$ cat config.mk
export PLATFORM = sky130hd
export DESIGN_NAME = random_delay
export DESIGN_NICKNAME = d
export VERILOG_FILES = /design/src/rtl/rng_pkg.sv /design/src/rtl/tick_divider.sv /design/src/rtl/random_delay.sv
export SDC_FILE = /design/constraint.sdc
export NUM_CORES = 1
export LEC_CHECK = 0
export ABC_CLOCK_PERIOD_IN_PS = 2700
export BUFFER_PORTS_ARGS = -buffer_cell sky130_fd_sc_hd__buf_4
export CAP_MARGIN = 20
export CORE_MARGIN = 5
export CORE_UTILIZATION = 51
export DETAILED_ROUTE_END_ITERATION = 16
export GPL_TIMING_DRIVEN = 0
export PLACE_DENSITY = 0.76
export SETUP_SLACK_MARGIN = 0.4
export SLEW_MARGIN = 15
export SYNTH_ARGS = -nofsm -noshare
export SYNTH_HDL_FRONTEND = slang
export SYNTH_HIERARCHICAL = 1
export SYNTH_SLANG_ARGS = --single-unit
$ cat constraint.sdc
create_clock -name clk -period 2.7 [get_ports clk]
set_clock_uncertainty 0.1 [all_clocks]
set_input_delay 0.135 -clock clk [delete_from_list [all_inputs] [get_ports clk]]
set_output_delay 0.135 -clock clk [all_outputs]
set_load 0.05 [all_outputs]
$ cat src/rtl/rng_pkg.sv
// -----------------------------------------------------------------------------
// rng_pkg
// Shared definitions for the random delay block and its RNG companion.
//   RNG_WIDTH   : width of the random value / delay counter (18 bits)
//   state_e     : controller states IDLE, REQ, LATCH, COUNT, DONE
//   is_busy     : true for states that report busy
//   clamp_delay : saturates a value into [lo, hi]
// -----------------------------------------------------------------------------
package rng_pkg;

    localparam int RNG_WIDTH = 18;

    typedef enum logic [2:0] {
        IDLE  = 3'd0,
        REQ   = 3'd1,
        LATCH = 3'd2,
        COUNT = 3'd3,
        DONE  = 3'd4
    } state_e;

    function automatic logic is_busy(input state_e s);
        logic b;
        case (s)
            REQ, LATCH, COUNT: b = 1'b1;
            default:           b = 1'b0;
        endcase
        return b;
    endfunction

    function automatic logic [RNG_WIDTH-1:0] clamp_delay(
        input logic [RNG_WIDTH-1:0] v,
        input logic [RNG_WIDTH-1:0] lo,
        input logic [RNG_WIDTH-1:0] hi
    );
        logic [RNG_WIDTH-1:0] r;
        if (v < lo) begin
            r = lo;
        end else if (v > hi) begin
            r = hi;
        end else begin
            r = v;
        end
        return r;
    endfunction

endpackage

$ cat src/rtl/tick_divider.sv
// -----------------------------------------------------------------------------
// tick_divider
// Prescaler producing a one-cycle tick every TICK_DIV enabled cycles.
// Ports:
//   clk    : clock, rising edge
//   reset  : synchronous active-high reset, clears the count
//   clear  : synchronous clear, holds the count at zero
//   enable : count while high
//   tick   : high on the last cycle of each TICK_DIV-cycle period
// -----------------------------------------------------------------------------
module tick_divider #(
    parameter int TICK_DIV = 50000
) (
    input  logic clk,
    input  logic reset,
    input  logic clear,
    input  logic enable,
    output logic tick
);

    // A divide-by-1 still needs a one-bit counter that never leaves zero.
    localparam int DIV_W = (TICK_DIV > 1) ? $clog2(TICK_DIV) : 1;
    localparam logic [DIV_W-1:0] CNT_LAST = DIV_W'(TICK_DIV - 1);
    localparam logic [DIV_W-1:0] CNT_ZERO = {DIV_W{1'b0}};
    localparam logic [DIV_W-1:0] CNT_ONE  = {{(DIV_W-1){1'b0}}, 1'b1};

    logic [DIV_W-1:0] cnt_q;
    logic [DIV_W-1:0] cnt_d;

    // Next count and tick decode.
    always_comb begin
        cnt_d = cnt_q;
        tick  = 1'b0;
        if (clear) begin
            cnt_d = CNT_ZERO;
        end else if (enable) begin
            if (cnt_q == CNT_LAST) begin
                cnt_d = CNT_ZERO;
                tick  = 1'b1;
            end else begin
                cnt_d = cnt_q + CNT_ONE;
            end
        end else begin
            cnt_d = cnt_q;
        end
    end

    // Count register.
    always_ff @(posedge clk) begin
        if (reset) begin
            cnt_q <= CNT_ZERO;
        end else begin
            cnt_q <= cnt_d;
        end
    end

endmodule

$ cat src/rtl/random_delay.sv
// -----------------------------------------------------------------------------
// random_delay
// Requests a fresh random value, latches it as a delay in ticks of TICK_DIV
// clocks, counts it down and pulses done when it expires.
// Configuration macro: RANDOM_DELAY_CLAMP_EN -- when defined the latched value
// is clamped into [MIN_DELAY, MAX_DELAY]; otherwise it is used unmodified.
// Ports:
//   clk          : clock, rising edge
//   reset        : synchronous active-high reset
//   start        : begin one delay (ignored unless idle)
//   cancel       : abort the delay in progress, no done pulse
//   random_value : RNG value, sampled when leaving LATCH
//   change       : one-cycle pulse asking the RNG to advance
//   busy         : high in REQ, LATCH and COUNT
//   done         : one-cycle pulse when the delay expires
//   delay_value  : latched delay in ticks
// -----------------------------------------------------------------------------
module random_delay
    import rng_pkg::*;
#(
    parameter int TICK_DIV  = 50000,
    parameter int MIN_DELAY = 1000,
    parameter int MAX_DELAY = 5000
) (
    input  logic                 clk,
    input  logic                 reset,
    input  logic                 start,
    input  logic                 cancel,
    input  logic [RNG_WIDTH-1:0] random_value,
    output logic                 change,
    output logic                 busy,
    output logic                 done,
    output logic [RNG_WIDTH-1:0] delay_value
);

    localparam logic [RNG_WIDTH-1:0] VAL_ZERO = {RNG_WIDTH{1'b0}};
    localparam logic [RNG_WIDTH-1:0] VAL_ONE  = {{(RNG_WIDTH-1){1'b0}}, 1'b1};

    state_e               state_q, state_d;
    logic                 change_q, change_d;
    logic                 busy_q, busy_d;
    logic                 done_q, done_d;
    logic [RNG_WIDTH-1:0] delay_value_q, delay_value_d;
    logic [RNG_WIDTH-1:0] remaining_q, remaining_d;
    logic [RNG_WIDTH-1:0] latch_value;
    logic                 tick;
    logic                 div_clear;
    logic                 div_enable;

`ifdef RANDOM_DELAY_CLAMP_EN
    localparam logic [RNG_WIDTH-1:0] MIN_V = RNG_WIDTH'(MIN_DELAY);
    localparam logic [RNG_WIDTH-1:0] MAX_V = RNG_WIDTH'(MAX_DELAY);
    assign latch_value = clamp_delay(random_value, MIN_V, MAX_V);
`else
    assign latch_value = random_value;
`endif

    // The divider only runs in COUNT and sits at zero otherwise, so every
    // COUNT entry starts a full tick period.
    assign div_enable = (state_q == COUNT);
    assign div_clear  = (state_q != COUNT);

    tick_divider #(
        .TICK_DIV (TICK_DIV)
    ) u_tick_divider (
        .clk    (clk),
        .reset  (reset),
        .clear  (div_clear),
        .enable (div_enable),
        .tick   (tick)
    );

    // Next-state, counter and registered-output decode.
    always_comb begin
        state_d       = state_q;
        delay_value_d = delay_value_q;
        remaining_d   = remaining_q;
        case (state_q)
            IDLE: begin
                if (start) begin
                    state_d = REQ;
                end else begin
                    state_d = IDLE;
                end
            end
            REQ: begin
                if (cancel) begin
                    state_d = IDLE;
                end else begin
                    state_d = LATCH;
                end
            end
            LATCH: begin
                if (cancel) begin
                    state_d = IDLE;
                end else begin
                    delay_value_d = latch_value;
                    remaining_d   = latch_value;
                    if (latch_value == VAL_ZERO) begin
                        state_d = DONE;
                    end else begin
                        state_d = COUNT;
                    end
                end
            end
            COUNT: begin
                // Cancel wins over an expiry on the same edge.
                if (cancel) begin
                    state_d = IDLE;
                end else if (tick) begin
                    if (remaining_q <= VAL_ONE) begin
                        remaining_d = VAL_ZERO;
                        state_d     = DONE;
                    end else begin
                        remaining_d = remaining_q - VAL_ONE;
                    end
                end else begin
                    state_d = COUNT;
                end
            end
            DONE: begin
                state_d = IDLE;
            end
            default: begin
                state_d = IDLE;
            end
        endcase
        // Outputs are decoded from the next state so they register in step
        // with the state they describe.
        change_d = (state_d == REQ);
        busy_d   = is_busy(state_d);
        done_d   = (state_d == DONE);
    end

    // State and output registers.
    always_ff @(posedge clk) begin
        if (reset) begin
            state_q       <= IDLE;
            change_q      <= 1'b0;
            busy_q        <= 1'b0;
            done_q        <= 1'b0;
            delay_value_q <= VAL_ZERO;
            remaining_q   <= VAL_ZERO;
        end else begin
            state_q       <= state_d;
            change_q      <= change_d;
            busy_q        <= busy_d;
            done_q        <= done_d;
            delay_value_q <= delay_value_d;
            remaining_q   <= remaining_d;
        end
    end

    assign change      = change_q;
    assign busy        = busy_q;
    assign done        = done_q;
    assign delay_value = delay_value_q;

endmodule

; After elaboration in Yosys (flattened, before gate mapping)
; Cells that the tools add are included.
[op_classes]
reduce_logical = 7
n_addsub = 2
mul = 0
muxes = 18
eq_ne = 12
shifts = 0
bitwise = 1
n_div = 0
order_cmp = 1
[op_table]
columns = op, count
row1 = 18-bit 2-to-1 mux, 4
row2 = 18-bit one-hot mux with 2 select lines, 1
row3 = "18-bit by 1-bit less-or-equal comparator with 1-bit output, second input constant", 1
row4 = 18-bit zero test, 1
row5 = "18-bit by 1-bit subtractor with 18-bit output, second input constant", 1
row6 = "16-bit by 1-bit adder with 16-bit output, second input constant", 1
row7 = "16-bit == test, second input constant", 1
row8 = 16-bit 2-to-1 mux, 1
row9 = 3-bit 2-to-1 mux, 5
row10 = "3-bit by 2-bit == test with 1-bit output, second input constant", 4
row11 = 3-bit one-hot mux with 4 select lines, 1
row12 = "3-bit by 1-bit == test with 1-bit output, second input constant", 2
row13 = "2-bit inequality test, second input constant", 3
row14 = 1-bit 2-to-1 mux, 5
row15 = 4-bit AND reduction, 1
row16 = "3-bit == test, second input constant", 1
row17 = 3-bit zero test, 1
row18 = "3-bit by 2-bit inequality test with 1-bit output, second input constant", 1
row19 = 3-bit OR reduction, 1
row20 = 2-bit 2-to-1 mux, 1
row21 = 2-bit AND reduction, 1
row22 = 2-bit nonzero test, 1
row23 = 2-bit OR reduction, 1
row24 = 1-bit inverter, 1
[word_totals]
mem_bits_rw = 0
rom_bits = 0
in_bits = 22
out_inout_bits = 21
reg_bits = 58
memories = 0
elab_cells = 48
latchBits = 0

; Depth between registers and ports, before layout
; Gate-level depths: netlist (run 1).
[depth]
word_depth = 10
depth_mapped = 14
ltp_nobuf = 10

; By module
; Netlist (run 1), hierarchy kept.
[modules_own_cells]
columns = module, area_each_um2, seq_area_each_um2, instances, cells_each
row1 = random_delay, 2074.5, 840.8, 1, 259
row2 = tick_divider, 779.5, 320.3, 1, 87

; Least setup slack after synthesis (run 1)
; Ideal clock, no wire load.
[synth_timing]
path_type = register to register
start = reg state_q[0]
end = reg remaining_q[11]
path_slack_ps = 113
stages_incl_launch_ff = 15
arrival_time_ps = 2412
setup_ps = 75
required_ps = 2525
synth_period_minus_slack_ps = 2587
n_path_buf = 5
cell_sequence = dfxtp_1 -> buf_6 -> nand3b_1 -> clkbuf_1 -> inv_1 -> buf_6 -> and4_2 -> nand4_1 -> nor2_1 -> inv_1 -> a21o_2 -> clkbuf_1 -> clkbuf_1 -> nand2_1 -> a31oi_1
[synth_between]
elab_cells_between_ends = 11
classes_between = eq/ne (6) / mux (3) / reduce/logical (2)
[synth_rtl]
columns = item, line_no
row1 = start: declaration, random_delay.sv:39  ; state_e state_q, state_d;
row2 = start signal: assignment, random_delay.sv:145  ; state_q <= state_d;
row3 = 3-bit by 2-bit inequality test with 1-bit output, random_delay.sv:61  ; assign div_clear = (state_q != COUNT);
row4 = net div_clear, random_delay.sv:47  ; logic div_clear;
row5 = 1-bit 2-to-1 mux, tick_divider.sv:34  ; if (clear) begin
row6 = net tick, random_delay.sv:46  ; logic tick;
row7 = 2-bit inequality test (no line), --
row8 = 4-bit AND reduction (no line), --
row9 = end signal: assignment, random_delay.sv:150  ; remaining_q <= remaining_d;
row10 = end: declaration, random_delay.sv:44  ; logic [RNG_WIDTH-1:0] remaining_q, remaining_d;
; The timed path passes the listed nets, and every way through them passes these cells.
; A chain may end at the register's enable or synchronous reset.

; Final worst setup path (run 1)
[layout_timing]
start = reg state_q[0]
end = reg delay_value_q[8] (netlist: delay_value[8])
[layout_between]
elab_chain_len = 2
[layout_rtl]
columns = item, line_no
row1 = 3-bit by 2-bit == test with 1-bit output, random_delay.sv:78  ; case (state_q)
row2 = 2-bit AND reduction (no line), --
row3 = end signal: assignment, random_delay.sv:149  ; delay_value_q <= delay_value_d;
row4 = end: declaration, random_delay.sv:43  ; logic [RNG_WIDTH-1:0] delay_value_q, delay_value_d;
; No other way between the ends.

==> results.toml, run 1 <==
[sta]
fmax_mhz = 372
period_share_pct = 99.5
min_period_ns = 2.69
worst_slew_pin_slew_ns = 0.690
setup_slack_ns = 0.0123
setup_viol = 0
max_slew_margin_pct = 53.5
hold_viol = 1
report.final.slew_viol_count = 0
rsz0062_at_grt = "yes"
whs_ns = -0.00657

[grt]
grt_remaining_overflow = 0
grt_pass1_vias = 3128
antenna_found_initial = 0
track_usage_pct = 27.0
grt_max_degree = 11
grt_pass1_wl_um = 15400

[synth]
seq_area_frac_synth_pct = 40.7
ys_types = 59
synth_top_area_cell = "dfxtp_1"
synth_top_area_share_pct = 40.7
ys.flop_type = "dfxtp_1"
synth_fp_nets = 371
ys_ff_latch = 58
synth_common_cells = "nand2_1 (63), dfxtp_1 (58), a21oi_1 (28), nor2_1 (25), nor4_1 (13)"
synth_most_common_cell = "nand2_1"
synth_edf_count = 0
syn-cell-area_sq_um = 2850
postSynthCellCount = 346
synthTopCellsByArea = "dfxtp_1 (41%), nand2_1 (8.3%), a21oi_1 (4.9%)"
ys_warn_count = 6
synth.avg_cell_area_sq_um = 8.25
async_flop_share_pct = 0

[floorplan]
die_area_sq_um = 7190
num_io_pins = 43
start_util_pct = 52.1
core_sq_um = 5470
die_h_um = 84.8
fp-row-count = 27
chipWidth_um = 84.8

[pwr]
p_leak_nw = 1.56
ir_worst_vdd_uv = 332
powerDensity_nw_per_um2 = 430

[critical_path]
cp_common_cell = "buf_6"
max_stage_delay_ns = 0.33
cp-start-kind = "register"
cpMaxStageDelayCell = "dfxtp_2"
critPathKind = "reg -> reg"
cp.arrival_ns = 2.78
endpoint_kind = "register"
crit_chain = "buf_6 > nand3b_1 > clkbuf_8 > inv_4 > buf_6 > and4_4 > nand4_1 > nor2_2 > inv_2 > buf_6 > buf_6 > a21oi_4 > nand2_4 > buf_6 > nand2_1 > a21oi_1"
crit_fanout = 10
cp.required_ns = 2.79

[clock_tree]
cts_buffers = 9
root_buffer = "clkbuf_8"
cts_buffer_depth = 2
clk_pin_slew_ns = 0.07
cts.sinks = 58
cts_tree = "built"
htree_num_levels = 3
insertion_delay_ns = 0.34

[final_layout]
diodes = 0
final_area_sq_um = 4220
final_nets = 468
drive_gt1_share_pct = 35.1
area.growth.synth_to_final_pct = 47.7

[min_path]
hold_path_class = "in -> reg"

[routing]
viasPerCell = 6.20
wl_per_cell_um = 18.9
num_vias = 3207
dr.pass1.iters = 5
drtIter0Drc = 454
drc = 0
ant_nets = 0
wl_um = 9780

[job]
maxCapViolations = 0

[run_status]
status = "finished, violations left"
violations = "negative hold slack"

[placement]
dp_hpwl_um = 5500
pre_cts_ws_ns = -0.0807
gp_congestion = 0.931
portBuffers = 42
place_area_sq_um = 3320
==> cell type report <==
| type | count | area (sq um) |
|---|---|---|
| clock buffers | 13 | 159 |
| flip-flops and latches | 58 | 1170 |
| well taps | 72 | 90.1 |
| fillers | 346 | 1260 |
| repair buffers | 86 | 752 |
| inverters | 10 | 40.0 |
| multi-input cells | 257 | 1780 |
| plain buffers | 21 | 228 |
==> final timing paths <==
kind | startpoint | endpoint | slack (ns) | cells past startpoint
max | state_q[0] | delay_value[8] | 0.01 | 16
min | random_value[15] | delay_value[15] | -0.007 | 3
max reg2reg | state_q[0] | delay_value[8] | 0.01 | 16
min reg2reg | delay_value[13] | delay_value[13] | 0.36 | 2
==> metal layers <==
layer	track usage (%)	part of all wire [%]	vias to the layer above	wire length [um]
met3	6.77	8.9	44	873
met4	11.7	3.6	0	353
met2	46.2	49	204	4800
met5	0	0	-	0
li1	-	-	1447	-
met1	32.0	38	1512	3760
==> sequential cells by signal, indices dropped and copies added (netlist names) <==
signal	count
remaining_q	18
change	1
u_tick_divider/cnt_q	16
done	1
delay_value	18
state_q	3
busy	1
==> where the power goes <==
part	internal, W	switching, W
registers	0.000868	0.00000991
logic	0.000101	0.000139
clock network	0.000369	0.000326
==> cell families (layout without fill, tap and decap cells) <==
group           after synthesis  count (layout)  share of synthesized area (%)
simple gates                162             162                           30.2
compound gates               78              78                           17.2
flops                        58              58                           40.7
buf+inv                      31             130                           6.14
xor+xnor                     12              12                           3.68
fa+ha+maj                     3               3                           1.32
mux                           2               2                          0.701
==> worst max-delay path, delay by kind of cell (launching register included) <==
kind | cells | cell delay, ns
buf+inv | 8 | 0.87
compound gates | 2 | 0.31
flops | 1 | 0.33
simple gates | 6 | 0.93
==> cells in the final DEF (no fill, tap or decap), drive strengths merged, types with 3 or more instances in the layout <==
cell type	n
nand2	63
nor2	25
nor3	10
inv	10
a32oi	3
a31oi	11
nand4	9
or3	6
clkbuf	26
nand3	5
or4	7
xnor2	6
nor4	15
nor2b	4
dfxtp	58
dlygate4sd3	16
xor2	6
ha	3
buf	78
and4	3
a21oi	28
o21ai	14
==> timing repair <==
action	CTS	global route
endpoints found under the setup margin	44	51
gates resized for setup	67	20
hold buffers	15	0
gates cloned	3	0
hold endpoints to repair	17	0
setup buffers	23	3
pin swaps	39	23
==> per-stage QoR <==
| stage | utilization, % | instances | hold WS (ns) | TNS (ns) | total power, W |
|---|---|---|---|---|---|
| after global routing | 77.0 | 517 | 0.0169 | -0.0422 | 0.00187 |
| after CTS | 75.0 | 514 | 0.00187 | 0 | 0.00180 |
| after detailed placement | 60.6 | 460 | 0.221 | -0.763 | 0.00107 |
| after floorplan | - | 346 | 0.114 | 0 | 0.00101 |
| after global placement | 60.6 | 460 | 0.221 | -0.655 | 0.00107 |
| final | 77.0 | 517 | -0.00657 | 0 | 0.00181 |
No activity file was read; power rests on OpenSTA's default activity.
==> run 2, diff against run 1 <==
--- a/config.mk
+++ b/config.mk
@@ -9,10 +9,9 @@
 export BUFFER_PORTS_ARGS = -buffer_cell sky130_fd_sc_hd__buf_4
 export CAP_MARGIN = 20
 export CORE_MARGIN = 5
-export CORE_UTILIZATION = 51
+export CORE_UTILIZATION = 40
 export DETAILED_ROUTE_END_ITERATION = 16
 export GPL_TIMING_DRIVEN = 0
-export PLACE_DENSITY = 0.76
 export SETUP_SLACK_MARGIN = 0.4
 export SLEW_MARGIN = 15
 export SYNTH_ARGS = -nofsm -noshare
==> results.toml, run 2 (synthesized netlist as in run 1, its figures left out) <==
[run_status]
status = "finished, final reports clean"

[clock_tree]
htree_num_levels = 3
cts.sinks = 58
root_buffer = "clkbuf_8"
insertion_delay_ns = 0.34
cts_buffer_depth = 2
cts_tree = "built"
cts_buffers = 9
clk_pin_slew_ns = 0.07

[floorplan]
num_io_pins = 43
die_h_um = 94.5
fp-row-count = 30
chipWidth_um = 94.5
start_util_pct = 41.5
die_area_sq_um = 8920
core_sq_um = 6870

[grt]
grt_max_degree = 11
grt_pass1_vias = 2955
grt_pass1_wl_um = 14600
grt_remaining_overflow = 0
antenna_found_initial = 0
track_usage_pct = 21.0

[routing]
viasPerCell = 5.52
dr.pass1.iters = 5
drtIter0Drc = 248
ant_nets = 0
drc = 0
wl_per_cell_um = 16.5
wl_um = 9060
num_vias = 3036

[sta]
hold_viol = 0
setup_slack_ns = 0.186
setup_viol = 0
fmax_mhz = 398
rsz0062_at_grt = "yes"
max_slew_margin_pct = 61.9
min_period_ns = 2.51
period_share_pct = 93.1
worst_slew_pin_slew_ns = 0.566
report.final.slew_viol_count = 0

[pwr]
ir_worst_vdd_uv = 341
power.internal_w = 0.00152
comb_power_share_pct = 12.0
power.switching_w = 0.000498
clock_power_share_pct = 44.5
p_sw_share_pct = 24.7
powerDensity_nw_per_um2 = 463
seqPwrFrac_pct = 43.5
p_leak_nw = 1.62

[critical_path]
endpoint_kind = "register"
cp-start-kind = "register"
cp_common_cell = "buf_6"
max_stage_delay_ns = 0.32
cpMaxStageDelayCell = "dfxtp_2"
crit_chain = "buf_6 > nand3b_1 > clkbuf_8 > inv_4 > buf_6 > and4_4 > nand4_1 > nor2_2 > nand2_1 > or3_1 > o22a_2 > a31oi_1 > nor3_1"
reg2reg_depth = 13
cp.arrival_ns = 2.62
crit_fanout = 5
cp.required_ns = 2.81
critPathKind = "reg -> reg"

[placement]
portBuffers = 42
dp_hpwl_um = 5730
dp_cells = 484
gp_congestion = 0.925
pre_cts_ws_ns = -0.132

[final_layout]
final_nets = 474
fin_cells = 550
final_common_cell = "buf_4"
area.growth.synth_to_final_pct = 52.5
diodes = 0
final_cell_mix = "buf_4 (58), nand2_1 (55), dfxtp_1 (54)"
drive_gt1_share_pct = 34.6

[min_path]
whs_path_depth = 3
hold_path_class = "in -> reg"

[job]
maxCapViolations = 0
[run 2: path summary, 6_finish.rpt]
path	startpoint	endpoint	slack [ns]
worst max-delay path	state_q[0]	busy	0.19
worst min-delay path	random_value[2]	delay_value[2]	0.03
worst max register to register	state_q[0]	busy	0.19
worst min register to register	delay_value[17]	delay_value[17]	0.36
[run 2: final cells by class]
| cell class | count | area (sq um) |
|---|---|---|
| Sequential cell | 58 | 1170 |
| Timing Repair Buffer | 92 | 825 |
| Tap cell | 96 | 120 |
| Inverter | 10 | 40.0 |
| Clock buffer | 11 | 141 |
| Fill cell | 595 | 2520 |
| Clock inverter | 5 | 77.6 |
| Multi-Input combinational cell | 257 | 1750 |
| Buffer | 21 | 228 |
[run 2: per-layer routing]
| metal | global-route usage, % | up-vias | part of all wire [%] |
|---|---|---|---|
| li1 | - | 1473 | - |
| met5 | 0 | - | 0 |
| met3 | 5.58 | 24 | 4.8 |
| met2 | 34.4 | 90 | 49 |
| met1 | 26.5 | 1449 | 44 |
| met4 | 7.69 | 0 | 2.4 |
[run 2: timing repair]
action,CTS,global route
hold buffers,17,1
pin swaps,24,11
gates cloned,4,2
resized for setup,50,30
endpoints found under the setup margin,51,52
setup buffers,23,3
hold endpoints to repair,21,1
[run 2: power by group through the flow]
stage	clock, W	combinational, W	sequential, W
global placement	0	0.000178	0.000894
finish	0.000896	0.000241	0.000877
detailed placement	0	0.000179	0.000895
CTS	0.000922	0.000226	0.000876
global route	0.000953	0.000256	0.000877
floorplan	0	0.0000920	0.000913
[run 2: metrics by stage]
step / hold WS [ns] / instance area [sq um] / power, W / util [%] / setup TNS, ns
floorplan: 0.114 / 2910 / 0.00101 / - / 0
global placement: 0.221 / 3350 / 0.00107 / 48.7 / -1.04
detailed placement: 0.227 / 3350 / 0.00107 / 48.7 / -1.26
CTS: 0.00329 / 4190 / 0.00202 / 61.0 / 0
global route: 0.0265 / 4350 / 0.00209 / 63.4 / 0
finish: 0.0260 / 4350 / 0.00201 / 63.4 / 0
[run 2: worst max-delay path, delay by kind of cell, from the launching register on]
kind                   cells  cell delay [ns]
AND/OR/NAND/NOR            7             1.11
flip-flops                 1             0.32
buffers and inverters      4             0.38
AO/OA/AOI/OAI              2             0.45
==> run 3, diff against run 2 <==
--- a/config.mk
+++ b/config.mk
@@ -12,6 +12,7 @@
 export CORE_UTILIZATION = 40
 export DETAILED_ROUTE_END_ITERATION = 16
 export GPL_TIMING_DRIVEN = 0
+export RECOVER_POWER = 100
 export SETUP_SLACK_MARGIN = 0.4
 export SLEW_MARGIN = 15
 export SYNTH_ARGS = -nofsm -noshare
==> constraint.sdc (replaced) <==
create_clock -name clk -period 2.7 [get_ports clk]
set_clock_uncertainty 0.1 [all_clocks]
set_input_delay 0.54 -clock clk [delete_from_list [all_inputs] [get_ports clk]]
set_output_delay 0.54 -clock clk [all_outputs]
set_load 0.05 [all_outputs]
==> results.toml, run 3 (synthesized netlist as in run 1, its figures left out) <==
[clock_tree]
clk_pin_slew_ns = 0.07
cts.sinks = 58
cts_buffers = 9
cts_tree = "built"
htree_num_levels = 3
root_buffer = "clkbuf_8"
insertion_delay_ns = 0.34
cts_buffer_depth = 2
cts_hold_buf = 0

[critical_path]
reg2reg_depth = 13
crit_start = "state_q[0]"
crit_fanout = 5
r2r_setup_slack_ns = 0.14
cp.arrival_ns = 2.67
endpoint_kind = "register"
cp_common_cell = "buf_6"
crit_chain = "buf_6 > nand3b_1 > clkbuf_8 > inv_4 > buf_6 > and4_4 > nand4_1 > nor2_2 > nand2_1 > or3_1 > o22a_1 > a31oi_1 > nor3_1"
max_stage_delay_ns = 0.35
worstPathBufferInverterCount = 4
timing.rr.start = "state_q[0]"
setup.worst_path.end = "busy"
cp-start-kind = "register"
cp_num_cells = 13
cpLargestDelayFamily = "simple AND/OR/NAND/NOR gates"
critPathKind = "reg -> reg"
cpMaxStageDelayCell = "or3_1"
cp.required_ns = 2.81
reg2reg_to = "busy"

[sta]
min_period_ns = 2.56
hold_viol = 0
period_share_pct = 94.8
worst_slew_pin_slew_ns = 0.623
max_slew_margin_pct = 58.6
report.final.slew_viol_count = 0
rsz0062_at_grt = "yes"
fmax_mhz = 391
setup_viol = 0
setup_tns_ns = 0
setup_slack_ns = 0.139

[floorplan]
num_io_pins = 43
fp-row-count = 30
die_area_sq_um = 8920
die_h_um = 94.5
chipWidth_um = 94.5
core_sq_um = 6870
start_util_pct = 41.5

[routing]
dr.pass1.iters = 5
wl_um = 8810
drc = 0
wl_per_cell_um = 16.6
ant_nets = 0
viasPerCell = 5.48
drtIter0Drc = 243
num_vias = 2914

[run_status]
status = "finished, final reports clean"

[final_layout]
diodes = 0
final_nets = 456
fin_cells = 532
final_cell_mix = "nand2_1 (58), dfxtp_1 (54), clkbuf_1 (36)"
fin_util_pct = 57.0
area.growth.synth_to_final_pct = 37.2
seq_area_sq_um = 1170
multi_input_area_sq_um = 1680
final_common_cell = "nand2_1"
nFillCells = 661
drive_gt1_share_pct = 27.1

[grt]
track_usage_pct = 20.7
grt_max_degree = 11
grt_pass1_vias = 2889
grt_pass1_wl_um = 14400
grt_remaining_overflow = 0
antenna_found_initial = 0

[min_path]
hold_path_class = "in -> reg"
min_from = "cancel"

[pwr]
power.internal_w = 0.00149
comb_power_share_pct = 10.2
seqPwrFrac_pct = 44.3
total_power_w = 0.00198
p_sw_share_pct = 24.7
ir_worst_vdd_uv = 340
p_leak_nw = 1.39
powerDensity_nw_per_um2 = 505
power.switching_w = 0.000489
clock_power_share_pct = 45.5

[placement]
dp_hpwl_um = 5730
portBuffers = 42
pre_cts_ws_ns = -0.132
gp_congestion = 0.925
dp_cells = 484

[job]
maxCapViolations = 0
-- run 3: worst min path at each step --
stage                                           to  slack (ns)  cells past startpoint
after floorplan           u_tick_divider/cnt_q[15]        0.35                      2
after global placement             delay_value[12]        0.35                      2
after detailed placement           delay_value[13]        0.35                      2
after CTS                               state_q[1]        0.26                      2
after global routing                    state_q[1]        0.27                      2
final                                   state_q[1]        0.27                      2
-- run 3: final cells by class --
class / count / share of cell area (%)
buffer: 21 / 4.92
clock buffer: 11 / 3.61
clock inverter: 5 / 1.98
inverter: 10 / 1.02
multi-input combinational: 257 / 42.8
sequential: 58 / 29.8
tap: 96 / 3.07
timing repair buffer: 74 / 12.8
-- run 3: worst register-to-register path, cell delays in order (launching register included) --
cell      delay, ns
dfxtp_2        0.32
buf_6          0.09
nand3b_1       0.13
clkbuf_8       0.18
inv_4          0.04
buf_6          0.08
and4_4         0.20
nand4_1        0.17
nor2_2         0.15
nand2_1        0.09
or3_1          0.35
o22a_1         0.29
a31oi_1        0.19
nor3_1         0.06
-- run 3: repair_timing --
action,4_1_cts,5_1_grt
gates resized for setup,50,28
pin swaps,24,11
buffers inserted,23,3
setup endpoints to repair,51,52
cloned,4,2
-- run 3: through the flow --
stage	cell area, sq um	hold WS [ns]
after floorplan	2910	0.347
after global placement	3350	0.346
after detailed placement	3350	0.349
after CTS	4020	0.255
after global routing	3920	0.269
final	3920	0.273
-- run 3: metal layers --
metal / vias to the layer above / track usage (%) / wire length (um)
li1: 1433 / - / -
met1: 1374 / 26.4 / 3870
met2: 90 / 33.4 / 4250
met3: 17 / 5.98 / 509
met4: 0 / 7.69 / 176
met5: - / 0 / 0
-- run 3: power groups by stage --
stage                     Combinational, W  Clock (W)  Sequential, W
after global routing              0.000215   0.000956       0.000876
after detailed placement          0.000179          0       0.000895
after global placement            0.000178          0       0.000894
after CTS                         0.000206   0.000922       0.000876
final                             0.000201   0.000900       0.000876
after floorplan                  0.0000920          0       0.000913
